--- src/rtl/keypad_scanner.sv ---
// keypad_scanner: 4x4 active-low matrix keypad scanner with frame-based debounce.
// Optional auto-repeat of a held key is enabled by defining KEYPAD_REPEAT_EN.
module keypad_scanner #(
  parameter int unsigned SCAN_DIV     = 100000,
  parameter int unsigned DEBOUNCE_CNT = 4,
  parameter int unsigned REPEAT_DELAY = 50,
  parameter int unsigned REPEAT_RATE  = 10
) (
  input  logic       clk,
  input  logic       rst,
  input  logic [3:0] row,
  output logic [3:0] col,
  output logic [3:0] key,
  output logic       key_valid,
  output logic       key_down
);

  localparam int unsigned      DIV_W        = $clog2(SCAN_DIV) + 1;
  localparam int unsigned      DB_W         = $clog2(DEBOUNCE_CNT) + 1;
  localparam logic [DIV_W-1:0] DIV_LAST     = DIV_W'(SCAN_DIV - 1);
  localparam logic [DB_W-1:0]  DB_TARGET    = DB_W'(DEBOUNCE_CNT);
  localparam bit               DB_IMMEDIATE = (DEBOUNCE_CNT <= 1);

  // Elaboration-time parameter sanity checks
  if (SCAN_DIV < 4) begin : g_chk_scan_div
    $error("keypad_scanner: SCAN_DIV must be at least 4");
  end
  if (DEBOUNCE_CNT < 1) begin : g_chk_debounce
    $error("keypad_scanner: DEBOUNCE_CNT must be at least 1");
  end
  if ((REPEAT_DELAY < 1) || (REPEAT_RATE < 1)) begin : g_chk_repeat
    $error("keypad_scanner: REPEAT_DELAY and REPEAT_RATE must be at least 1");
  end

  typedef enum logic [1:0] {IDLE, CONFIRM, PRESSED, RELEASE} state_t;

  logic [3:0]       row_meta;
  logic [3:0]       row_sync;
  logic [DIV_W-1:0] div_cnt;
  logic [1:0]       col_idx;
  logic [1:0]       col_idx_nxt;
  logic             acc_hit;
  logic [3:0]       acc_code;
  logic             sample;
  logic             frame_end;
  logic             col_hit;
  logic [3:0]       col_code;
  logic             merged_hit;
  logic [3:0]       merged_code;
  state_t           state;
  logic [3:0]       cand;
  logic [DB_W-1:0]  cnt;
  logic [DB_W-1:0]  cnt_inc;

`ifdef KEYPAD_REPEAT_EN
  localparam int unsigned      RPT_MAX   = (REPEAT_DELAY > REPEAT_RATE) ? REPEAT_DELAY : REPEAT_RATE;
  localparam int unsigned      RPT_W     = $clog2(RPT_MAX) + 1;
  localparam logic [RPT_W-1:0] RPT_DELAY = RPT_W'(REPEAT_DELAY);
  localparam logic [RPT_W-1:0] RPT_RATE  = RPT_W'(REPEAT_RATE);

  logic [RPT_W-1:0] rep_cnt;
  logic [RPT_W-1:0] rep_inc;
  logic [RPT_W-1:0] rep_target;
  logic             rep_first;

  assign rep_inc    = rep_cnt + RPT_W'(1);
  assign rep_target = rep_first ? RPT_DELAY : RPT_RATE;
`endif

  assign col_idx_nxt = col_idx + 2'd1;
  assign cnt_inc     = cnt + DB_W'(1);

  // Two-flop synchroniser; idle rows read as all-high
  always_ff @(posedge clk or posedge rst) begin
    if (rst) begin
      row_meta <= 4'hF;
      row_sync <= 4'hF;
    end else begin
      row_meta <= row;
      row_sync <= row_meta;
    end
  end

  // Column code and running frame minimum; row index dominates the code
  always_comb begin
    sample    = (div_cnt == DIV_LAST);
    frame_end = sample && (col_idx == 2'd3);
    col_hit   = ~&row_sync;
    col_code  = {2'd3, col_idx};
    for (int r = 3; r >= 0; r--) begin
      if (!row_sync[r]) col_code = {2'(r), col_idx};
    end
    merged_hit  = acc_hit;
    merged_code = acc_code;
    if (col_hit && (!acc_hit || (col_code < acc_code))) begin
      merged_hit  = 1'b1;
      merged_code = col_code;
    end
  end

  // Column dwell counter, column drive and per-frame accumulator
  always_ff @(posedge clk or posedge rst) begin
    if (rst) begin
      div_cnt  <= '0;
      col_idx  <= '0;
      col      <= 4'b1110;
      acc_hit  <= 1'b0;
      acc_code <= '0;
    end else if (sample) begin
      div_cnt <= '0;
      col_idx <= col_idx_nxt;
      col     <= ~(4'b0001 << col_idx_nxt);
      if (frame_end) begin
        acc_hit  <= 1'b0;
        acc_code <= '0;
      end else begin
        acc_hit  <= merged_hit;
        acc_code <= merged_code;
      end
    end else begin
      div_cnt <= div_cnt + DIV_W'(1);
    end
  end

  // Debounce FSM, advanced only at frame end
  always_ff @(posedge clk or posedge rst) begin
    if (rst) begin
      state     <= IDLE;
      cand      <= '0;
      cnt       <= '0;
      key       <= '0;
      key_valid <= 1'b0;
      key_down  <= 1'b0;
`ifdef KEYPAD_REPEAT_EN
      rep_cnt   <= '0;
      rep_first <= 1'b0;
`endif
    end else begin
      key_valid <= 1'b0;
      if (frame_end) begin
        unique case (state)
          IDLE: begin
            if (merged_hit) begin
              if (DB_IMMEDIATE) begin
                state     <= PRESSED;
                key       <= merged_code;
                key_valid <= 1'b1;
                key_down  <= 1'b1;
                cnt       <= '0;
`ifdef KEYPAD_REPEAT_EN
                rep_cnt   <= '0;
                rep_first <= 1'b1;
`endif
              end else begin
                state <= CONFIRM;
                cand  <= merged_code;
                cnt   <= DB_W'(1);
              end
            end
          end
          CONFIRM: begin
            if (!merged_hit) begin
              state <= IDLE;
              cnt   <= '0;
            end else if (merged_code == cand) begin
              if (cnt_inc >= DB_TARGET) begin
                state     <= PRESSED;
                key       <= cand;
                key_valid <= 1'b1;
                key_down  <= 1'b1;
                cnt       <= '0;
`ifdef KEYPAD_REPEAT_EN
                rep_cnt   <= '0;
                rep_first <= 1'b1;
`endif
              end else begin
                cnt <= cnt_inc;
              end
            end else begin
              cand <= merged_code;
              cnt  <= DB_W'(1);
            end
          end
          PRESSED: begin
            if (merged_hit && (merged_code == key)) begin
`ifdef KEYPAD_REPEAT_EN
              if (rep_inc >= rep_target) begin
                key_valid <= 1'b1;
                rep_cnt   <= '0;
                rep_first <= 1'b0;
              end else begin
                rep_cnt <= rep_inc;
              end
`endif
            end else if (DB_IMMEDIATE) begin
              state    <= IDLE;
              key_down <= 1'b0;
              cnt      <= '0;
`ifdef KEYPAD_REPEAT_EN
              rep_cnt   <= '0;
              rep_first <= 1'b0;
`endif
            end else begin
              state <= RELEASE;
              cnt   <= DB_W'(1);
            end
          end
          RELEASE: begin
            // Returning to the held key resumes without a new strobe
            if (merged_hit && (merged_code == key)) begin
              state <= PRESSED;
              cnt   <= '0;
            end else if (cnt_inc >= DB_TARGET) begin
              state    <= IDLE;
              key_down <= 1'b0;
              cnt      <= '0;
`ifdef KEYPAD_REPEAT_EN
              rep_cnt   <= '0;
              rep_first <= 1'b0;
`endif
            end else begin
              cnt <= cnt_inc;
            end
          end
        endcase
      end
    end
  end

endmodule
--- config.mk ---
export PLATFORM = sky130hd
export DESIGN_NAME = keypad_scanner
export DESIGN_NICKNAME = d
export VERILOG_FILES = /design/src/rtl/keypad_scanner.sv
export SDC_FILE = /design/constraint.sdc
export NUM_CORES = 1
export LEC_CHECK = 0
export ABC_AREA = 0
export CORE_MARGIN = 3
export CORE_UTILIZATION = 40
export CTS_BUF_LIST = sky130_fd_sc_hd__clkbuf_4
export DETAILED_ROUTE_END_ITERATION = 12
export DONT_BUFFER_PORTS = 1
export PLACE_DENSITY = 0.63
export SETUP_SLACK_MARGIN = 0.3
export SLEW_MARGIN = 0
export SYNTH_ARGS = -nofsm -noshare
export SYNTH_HDL_FRONTEND = slang
export SYNTH_SLANG_ARGS = --single-unit
--- constraint.sdc ---
create_clock -name clk -period 3.4 [get_ports clk]
set_input_delay 0.34 -clock clk [delete_from_list [all_inputs] [get_ports clk]]
set_output_delay 0.34 -clock clk [all_outputs]
set_load 0.1 [all_outputs]
==> impl_metrics.ini, run 1 <==
[power]
switching_power_w = 0.000230
comb_power_share_pct = 6.2
internal_power_w = 0.000807
clock_power_share_pct = 33.0
seq_power_share_pct = 60.8
irDropWorstVdd_mv = 0.168
p_leak_nw = 1.30
switching_share_pct = 22.2
cellPowerDensity_mw_per_mm2 = 353

[clocking]
clock_path_buffers = 2
cts_tree = done
root_buffer = clkbuf_4
clk_latency_ps = 360
cts_buffers = 5
cts_htree_levels = 2
cts_sinks = 52
clkTransAtPathRegs_ps = 140

[setup_path]
end_kind = flop
cp.required_ps = 3660
rr_worst_depth = 12
reg2reg_from = row_sync[1]$_DFF_PP1_
crit_type = flop to flop
worstPathMaxFanout = 6
arrival_ps = 3270
startpoint = row_sync[1]$_DFF_PP1_
worstSetupStartpointType = flop

[synthesis]
synth_area_leaders = dfrtp_1 (40%), dfstp_2 (11%), xnor2_1 (5.8%)
synth_warnings = 0
yosys-top-cells-count = dfrtp_1 (41), nand2_1 (21), nor2_1 (19)
synth_top_area_cell = dfrtp_1
syn_area_mm2 = 0.00256
synth_seq_cells = 52
ys_async_sr_fraction_pct = 100
synth.top_cell.area_share_pct = 40.1
yosys.area_share.xor_xnor_pct = 9.54
syn_inst = 234
ys_types = 48
synth_compound_area_share_pct = 9.20
synth_edf_count = 0
synth_area_per_cell_um2 = 10.9
synth.area.mux_share_pct = 5.14
synthFlopType = dfrtp_1
yosys.area_share.adder_pct = 4.40
synth_fp_nets = 249
synth_simple_gate_area_share_pct = 17.7
synth.most_common_cell = dfrtp_1
synth_top_family_by_area = simple AND/OR/NAND/NOR gates
synth_seq_area_share_pct = 51.4

[layout]
instances_no_fill = 333
area_delta_synth_final_pct = 14.9
antenna_cells = 0
final_util_pct = 48.5
drive_gt1_share_pct = 22.1
num-nets-final = 272

[global_route]
grt_max_degree = 34
antenna_found_initial = 0
grt_pass1_wl_um = 8570
grt_pass1_vias = 1782
grt-ovfl-total = 0
grt_usage_pct = 14.7

[timing]
layout_setup_ws_ps = 390
setup_violations = 0
finClkSkew_ps = 5.68
hold_ws_ps = 367
tightest_slew_ps = 966
setup-tns-final_ps = 0
max-slew-margin-rel_pct = 35.6
fmax_mhz = 332
rsz0062_at_grt = false
slew_violations = 0
layout_min_cycle_time_ps = 3010
finalHoldViolCount = 0
final.period_utilization_pct = 88.5

[route]
routed_wl_um = 4820
wire_per_inst_um = 14.5
drc = 0
ant_nets = 0
firstDrtPassIters = 4
vias_per_cell = 5.20
drt_iter0_drc = 75
vias = 1733

[die]
core-area_mm2 = 0.00606
io_pins = 16
start_util_pct = 42.2
die-area_mm2 = 0.00739
core.rowCount = 28
die_h_um = 86.0
dieWidth_um = 86.0

[hold_path]
hold_path.class = flop to flop
hold_depth = 0
hold_start = row_meta[3]$_DFF_PP1_

[run_status]
outcome = complete, no violations

[place]
io_buffer_count = 0
place_congestion = 0.783
hpwl_um = 3260
dp_slack_ps = 16.6
numPlacedInstances = 311

[run]
maxCapViolCount = 0
==> cell usage in the layout, fill, tap and decap left out, types with 2 or more instances in the layout <==
cell	synthesis	routed
dfrtp_1	41	41
or3_1	3	3
and3_1	5	5
dlygate4sd3_1	0	5
ha_1	9	9
and2_1	2	2
dfstp_2	11	11
a21oi_1	6	5
xnor2_1	17	15
nor2_1	19	19
nor3_1	3	3
o21ai_0	7	7
o31ai_1	2	2
mux2i_1	3	2
clkbuf_4	0	5
mux2_2	8	6
clkinv_1	0	2
nand2_1	21	21
xnor2_4	0	2
mux2_4	0	2
a32oi_1	2	2
nor4_1	4	3
xor2_1	9	9
nand4_1	3	3
inv_1	15	14
buf_4	0	13
nand2b_1	2	2
nand3_1	13	13
==> metal layers <==
layer | share of wire (%) | vias to the layer above | global-route usage [%]
met5 | 0 | - | 0
met1 | 48 | 845 | 19.9
met2 | 47 | 21 | 23.5
li1 | - | 858 | -
met4 | 1.5 | 0 | 4.46
met3 | 3.0 | 9 | 3.17
==> through the flow <==
step | instance area [um^2] | power [W]
2_1_floorplan | 2570 | 0.000676
3_3_place_gp | 2690 | 0.000687
3_5_place_dp | 2690 | 0.000688
4_1_cts | 2900 | 0.00104
5_1_grt | 2940 | 0.00109
6_report | 2940 | 0.00104
==> cell families after synthesis <==
logic type                 count (synthesis)
adders and majority gates                  9
DFF                                       52
buffers and inverters                     18
and+or+nand+nor                           84
AOI/OAI and AO/OA                         32
muxes                                     12
xor gates and xnor gates                  27
==> power by group through the flow <==
| stage | registers (W) | logic [W] | clock network, W |
|---|---|---|---|
| global route | 0.000631 | 0.0000707 | 0.000384 |
| finish | 0.000630 | 0.0000640 | 0.000342 |
| global placement | 0.000641 | 0.0000465 | 0 |
| detailed placement | 0.000641 | 0.0000470 | 0 |
| CTS | 0.000630 | 0.0000591 | 0.000352 |
| floorplan | 0.000640 | 0.0000358 | 0 |
==> sequential cells by signal (all words and copies together) (netlist names) <==
signal / count
key_down: 1
key: 4
cand: 4
div_cnt: 18
acc_hit: 1
cnt: 3
row_meta: 4
row_sync: 4
col: 4
state: 2
key_valid: 1
col_idx: 2
acc_code: 4
==> repair_timing <==
action	4_1_cts	5_1_grt
pin swaps	6	5
resized for setup	7	4
setup buffers	6	3
hold buffers	5	0
hold endpoints to repair	25	0
setup endpoints to repair	10	10
==> path summary, 6_finish.rpt <==
kind                                    endpoint  slack (ps)
setup / recovery             cand[2]$_DFFE_PP0P_         390
hold / removal             row_sync[3]$_DFF_PP1_         370
setup reg to reg             cand[2]$_DFFE_PP0P_         390
hold reg to reg            row_sync[3]$_DFF_PP1_         370
max in group asynchronous    cand[2]$_DFFE_PP0P_        2160
min in group asynchronous   div_cnt[0]$_DFF_PP0_         520
==> final cells by class <==
type | instances | area [um^2]
clock buffer | 5 | 37.5
clock inverter | 3 | 37.5
fill | 542 | 3120
inverter | 15 | 56.3
multi-input combinational | 164 | 1240
sequential | 52 | 1320
tap | 75 | 93.8
timing repair buffer | 19 | 159
==> worst max-delay path: stages (launching register included) <==
cell and delay [ps]:
dfstp_2 590, nand2_1 80, inv_1 60, ha_1 250
a21oi_2 170, o21ai_2 100, a21boi_4 260, mux2_4 370
xnor2_4 190, nand4_4 150, buf_6 170, o21a_2 240
mux2_2 280
Note: power is estimated with default switching activity, not from simulation.
==> run 2, diff against run 1 <==
--- a/config.mk
+++ b/config.mk
@@ -11,7 +11,7 @@
 export CTS_BUF_LIST = sky130_fd_sc_hd__clkbuf_4
 export DETAILED_ROUTE_END_ITERATION = 12
 export DONT_BUFFER_PORTS = 1
-export PLACE_DENSITY = 0.63
+export PLACE_DENSITY = 0.58
 export SETUP_SLACK_MARGIN = 0.3
 export SLEW_MARGIN = 0
 export SYNTH_ARGS = -nofsm -noshare
==> run 2 against run 1 <==
Compared with the run above:
- clock power is 18% lower
- total power is 6.5% lower
- critical path type unchanged
- via count is 3.5% lower
- largest cell class unchanged
- die area stayed put
- utilization is 0.54 points lower
- largest power group unchanged
- cell count is 0.90% lower
==> impl_metrics.ini, run 2 (synthesized netlist as in run 1, its figures left out) <==
[global_route]
grt_pass1_wl_um = 8560
grt_max_degree = 31
grt-ovfl-total = 0
grt_pass1_vias = 1770
grt_usage_pct = 14.6
antenna_found_initial = 0

[timing]
layout_setup_ws_ps = 443
fmax_mhz = 338
max-slew-margin-rel_pct = 36.1
setup-tns-final_ps = 0
final.period_utilization_pct = 87.0
rsz0062_at_grt = false
slew_violations = 0
tightest_slew_ps = 959
hold_ws_ps = 352
finClkSkew_ps = 21.7
finalHoldViolCount = 0
layout_min_cycle_time_ps = 2960
setup_violations = 0

[setup_path]
path_cells = a21boi_2 > ha_1 > o211ai_2 > o21ai_2 > a21boi_4 > mux2_4 > xnor2_4 > nand4_4 > buf_4 > o21a_2 > mux2_2
end_kind = flop
reg2reg_from = row_sync[0]$_DFF_PP1_
rr_worst_depth = 11
worstPathMaxFanout = 6
startpoint = row_sync[0]$_DFF_PP1_
worstSetupStartpointType = flop
arrival_ps = 3230
crit_type = flop to flop
regToRegSetupSlack_ps = 440
r2r_end = cand[2]$_DFFE_PP0P_
crit_path_top_delay_cell = dfstp_2
crit_path_max_incr_delay_ps = 580
cp.required_ps = 3670

[die]
io_pins = 16
die_h_um = 86.0
die-area_mm2 = 0.00739
core.rowCount = 28
dieWidth_um = 86.0
start_util_pct = 42.2
core-area_mm2 = 0.00606

[layout]
regMostFlops = div_cnt
fillers = 575
num-nets-final = 269
final_cell_mix = dfrtp_1 (41), nand2_1 (21), nor2_1 (19), xnor2_1 (15), inv_1 (14)
area_delta_synth_final_pct = 13.6
drive_gt1_share_pct = 22.0
largest_reg_flops = 18
final_common_cell = dfrtp_1
antenna_cells = 0

[hold_path]
hold_depth = 0
hold_path.class = flop to flop
hold_start = row_meta[3]$_DFF_PP1_
hold-path-endpoint = row_sync[3]$_DFF_PP1_

[clocking]
clk_latency_ps = 370
root_buffer = clkbuf_4
clkTransAtPathRegs_ps = 150
cts_tree = done
cts_htree_levels = 2
cts_sinks = 52
clock_path_buffers = 2
cts_buffers = 5

[route]
wire_per_inst_um = 14.1
ant_nets = 0
firstDrtPassIters = 4
vias = 1673
routed_wl_um = 4660
drt_iter0_drc = 89
drc = 0
vias_per_cell = 5.07

[place]
hpwl_um = 3300
place_congestion = 0.775
io_buffer_count = 0
dp_slack_ps = 50.9

[power]
cellPowerDensity_mw_per_mm2 = 334
p_leak_nw = 1.27
irDropWorstVdd_mv = 0.169

[run]
maxCapViolCount = 0

[run_status]
outcome = complete, no violations
## run 2: how the worst max path moves through the flow
stage	endpoint	slack (ps)	cells after the start
global route	cand[3]$_DFFE_PP0P_	330	12
CTS	key[2]$_DFFE_PP0P_	330	12
finish	cand[2]$_DFFE_PP0P_	440	11
global placement	key[3]$_DFFE_PP0P_	90	11
floorplan	key[0]$_DFFE_PP0P_	300	11
detailed placement	key[2]$_DFFE_PP0P_	50	11
## run 2: final cells by class
cell class | instances | area, um^2 | area share [%]
Sequential cell | 52 | 1320 | 45.3
Multi-Input combinational cell | 164 | 1250 | 43.1
Timing Repair Buffer | 16 | 133 | 4.57
Tap cell | 75 | 93.8 | 3.23
Inverter | 15 | 56.3 | 1.94
Clock buffer | 5 | 37.5 | 1.29
Clock inverter | 3 | 18.8 | 0.646
## run 2: stage by stage
step           cell area (um^2)  std cells  utilization (%)  total power, W
2_1_floorplan              2570        234                -        0.000676
3_3_place_gp               2690        311             44.4        0.000687
3_5_place_dp               2690        311             44.4        0.000688
4_1_cts                    2860        329             47.1        0.000982
5_1_grt                    2910        330             47.9         0.00102
6_report                   2910        330             47.9        0.000969
## run 2: per-layer routing
| layer | part of all wire, % | GRT usage (%) | routed length, um |
|---|---|---|---|
| met4 | 0.69 | 4.32 | 32 |
| met1 | 50 | 20.6 | 2330 |
| met2 | 47 | 22.8 | 2210 |
| met3 | 2.0 | 2.69 | 95 |
| met5 | 0 | 0 | 0 |
## run 2: repair_timing
action,4_1_cts,5_1_grt
pin swaps,4,4
resized for setup,6,5
setup endpoints to repair,10,10
hold buffers,5,0
hold endpoints to repair,22,0
setup buffers,5,1
gates cloned,0,0
## run 2: critical path: cells and delay by family, from the launching register on
kind / cells / cell delay [ps]
adder cells (fa/ha/maj): 1 / 260
buffers and inverters: 1 / 180
AND/OR/NAND/NOR: 1 / 130
multiplexers: 2 / 650
XOR/XNOR: 1 / 150
AO/OA/AOI/OAI: 5 / 910
flip-flops: 1 / 580
## run 2: report_power, final
group          leakage (nW)  total [W]  internal, W  switching (W)
Combinational         0.574  0.0000603    0.0000268      0.0000334
Sequential            0.674   0.000631     0.000628     0.00000286
Clock                0.0249   0.000279    0.0000784       0.000200
Total                  1.27   0.000969     0.000733       0.000236
==> run 3, diff against run 2 <==
--- a/config.mk
+++ b/config.mk
@@ -6,12 +6,11 @@
 export NUM_CORES = 1
 export LEC_CHECK = 0
 export ABC_AREA = 0
-export CORE_MARGIN = 3
 export CORE_UTILIZATION = 40
 export CTS_BUF_LIST = sky130_fd_sc_hd__clkbuf_4
 export DETAILED_ROUTE_END_ITERATION = 12
 export DONT_BUFFER_PORTS = 1
-export PLACE_DENSITY = 0.58
+export PLACE_DENSITY = 0.56
 export SETUP_SLACK_MARGIN = 0.3
 export SLEW_MARGIN = 0
 export SYNTH_ARGS = -nofsm -noshare
==> constraint.sdc (replaced) <==
create_clock -name clk -period 3.7 [get_ports clk]
set_input_delay 0.37 -clock clk [delete_from_list [all_inputs] [get_ports clk]]
set_output_delay 0.37 -clock clk [all_outputs]
set_load 0.1 [all_outputs]
==> run 3 against run 2 <==
Compared with the run above:
- sequential power decreased by 8.1%
- cell count decreased by 1.5%
- total power decreased by 0.25%
- non-clock buffer count decreased by 5
- maximum frequency decreased by 8.1%
- global-route usage increased by 0.65 points
- via count increased by 0.24%
- critical path type unchanged
- largest cell class unchanged
==> impl_metrics.ini, run 3 (synthesized netlist as in run 1, its figures left out) <==
[setup_path]
worst-path-buf-inv = 1
crit_type = flop to flop
crit_path_max_incr_delay_ps = 590
end_kind = flop
arrival_ps = 3500
worstSetupStartpointType = flop
path_cells = a21boi_1 > ha_1 > o211ai_2 > o21ai_2 > a21boi_4 > mux2_2 > xnor2_2 > nand4_4 > nor4_4 > buf_4 > mux2_2
worstPathMaxFanout = 7
crit_path_top_delay_cell = dfstp_2
crit_top_cell = mux2_2
cp.required_ps = 3980
crit_family = multiplexers

[route]
routed_wl_um = 4630
drt_iter0_drc = 76
drc = 0
ant_nets = 0
vias_per_cell = 5.16
firstDrtPassIters = 4
wire_per_inst_um = 14.2
vias = 1677

[layout]
area_delta_synth_final_pct = 11.0
largest_reg_flops = 18
regMostFlops = div_cnt
drive_gt1_share_pct = 18.8
postLayoutCellArea_mm2 = 0.00284
fillers = 584
final_cell_mix = dfrtp_1 (41), nand2_1 (21), nor2_1 (19), xnor2_1 (15), inv_1 (14)
antenna_cells = 0
num-nets-final = 264
final_common_cell = dfrtp_1

[global_route]
grt-ovfl-total = 0
grt_pass1_wl_um = 7740
antenna_found_initial = 0
grt_usage_pct = 15.2
grt_pass1_vias = 1676
grt_max_degree = 30

[die]
die_h_um = 82.0
start_util_pct = 42.2
dieWidth_um = 82.0
die-area_mm2 = 0.00672
io_pins = 16
core.rowCount = 28
core-area_mm2 = 0.00606

[timing]
tightest_slew_ps = 959
slew_violations = 0
fmax_mhz = 311
finClkSkew_ps = 12.5
max-slew-margin-rel_pct = 36.0
setup_violations = 0
final.period_utilization_pct = 86.9
layout_setup_ws_ps = 484
finalHoldViolCount = 0
layout_min_cycle_time_ps = 3220
rsz0062_at_grt = false
setup-tns-final_ps = 0

[clocking]
clock_path_buffers = 2
root_buffer = clkbuf_4
cts_tree = done
cts_htree_levels = 2
cts_buffers = 5
cts_sinks = 52
clkTransAtPathRegs_ps = 160
clk_latency_ps = 380

[place]
placed_area_mm2 = 0.00267
place_congestion = 0.722
dp_slack_ps = 200
hpwl_um = 3260
io_buffer_count = 0

[hold_path]
hold_path.class = flop to flop

[power]
irDropWorstVdd_mv = 0.220
cellPowerDensity_mw_per_mm2 = 341
p_leak_nw = 1.26

[run_status]
outcome = complete, no violations

[run]
maxCapViolCount = 0
-- run 3: power by group --
group | internal [W] | switching (W)
registers | 0.000577 | 0.00000264
logic | 0.0000174 | 0.0000285
clock network | 0.000145 | 0.000197
total | 0.000739 | 0.000228
-- run 3: timing repair --
item / CTS / global route
pin swaps: 1 / 0
gates resized for setup: 0 / 4
setup buffers: 2 / 0
endpoints found under the hold margin: 21 / 0
hold buffers: 5 / 0
endpoints found under the setup margin: 4 / 5
-- run 3: final timing paths --
path	from	end	slack, ps	depth (start not counted)
setup / recovery	row_sync[0]$_DFF_PP1_	key[3]$_DFFE_PP0P_	480	11
hold / removal	row_meta[1]$_DFF_PP1_	row_sync[1]$_DFF_PP1_	370	0
setup reg to reg	row_sync[0]$_DFF_PP1_	key[3]$_DFFE_PP0P_	480	11
hold reg to reg	row_meta[1]$_DFF_PP1_	row_sync[1]$_DFF_PP1_	370	0
max in group asynchronous	rst	acc_code[3]$_DFFE_PP0N_	2470	3
min in group asynchronous	rst	div_cnt[2]$_DFF_PP0_	480	2
-- run 3: final cells by class --
cell class	instances	area, um^2	share of cell area [%]
Clock buffer	5	37.5	1.32
Clock inverter	3	46.3	1.63
Inverter	15	56.3	1.98
Multi-Input combinational cell	164	1190	42.1
Sequential cell	52	1320	46.3
Tap cell	75	93.8	3.31
Timing Repair Buffer	11	95.1	3.35
-- run 3: metrics by stage --
step / hold slack (ps) / power (W) / cells / util (%)
final: 370 / 0.000967 / 325 / 46.8
after global routing: 374 / 0.00100 / 325 / 46.8
after CTS: 372 / 0.000976 / 325 / 46.5
after detailed placement: 348 / 0.000630 / 310 / 44.1
after global placement: 345 / 0.000630 / 310 / 44.1
after floorplan: 345 / 0.000621 / 234 / -
-- run 3: layer usage --
layer / wire [um] / GRT usage (%) / up-vias
met3: 120 / 3.67 / 5
met5: 0 / 0 / -
met4: 51 / 5.09 / 0
met1: 2350 / 20.1 / 818
met2: 2110 / 24.3 / 20
li1: - / - / 834
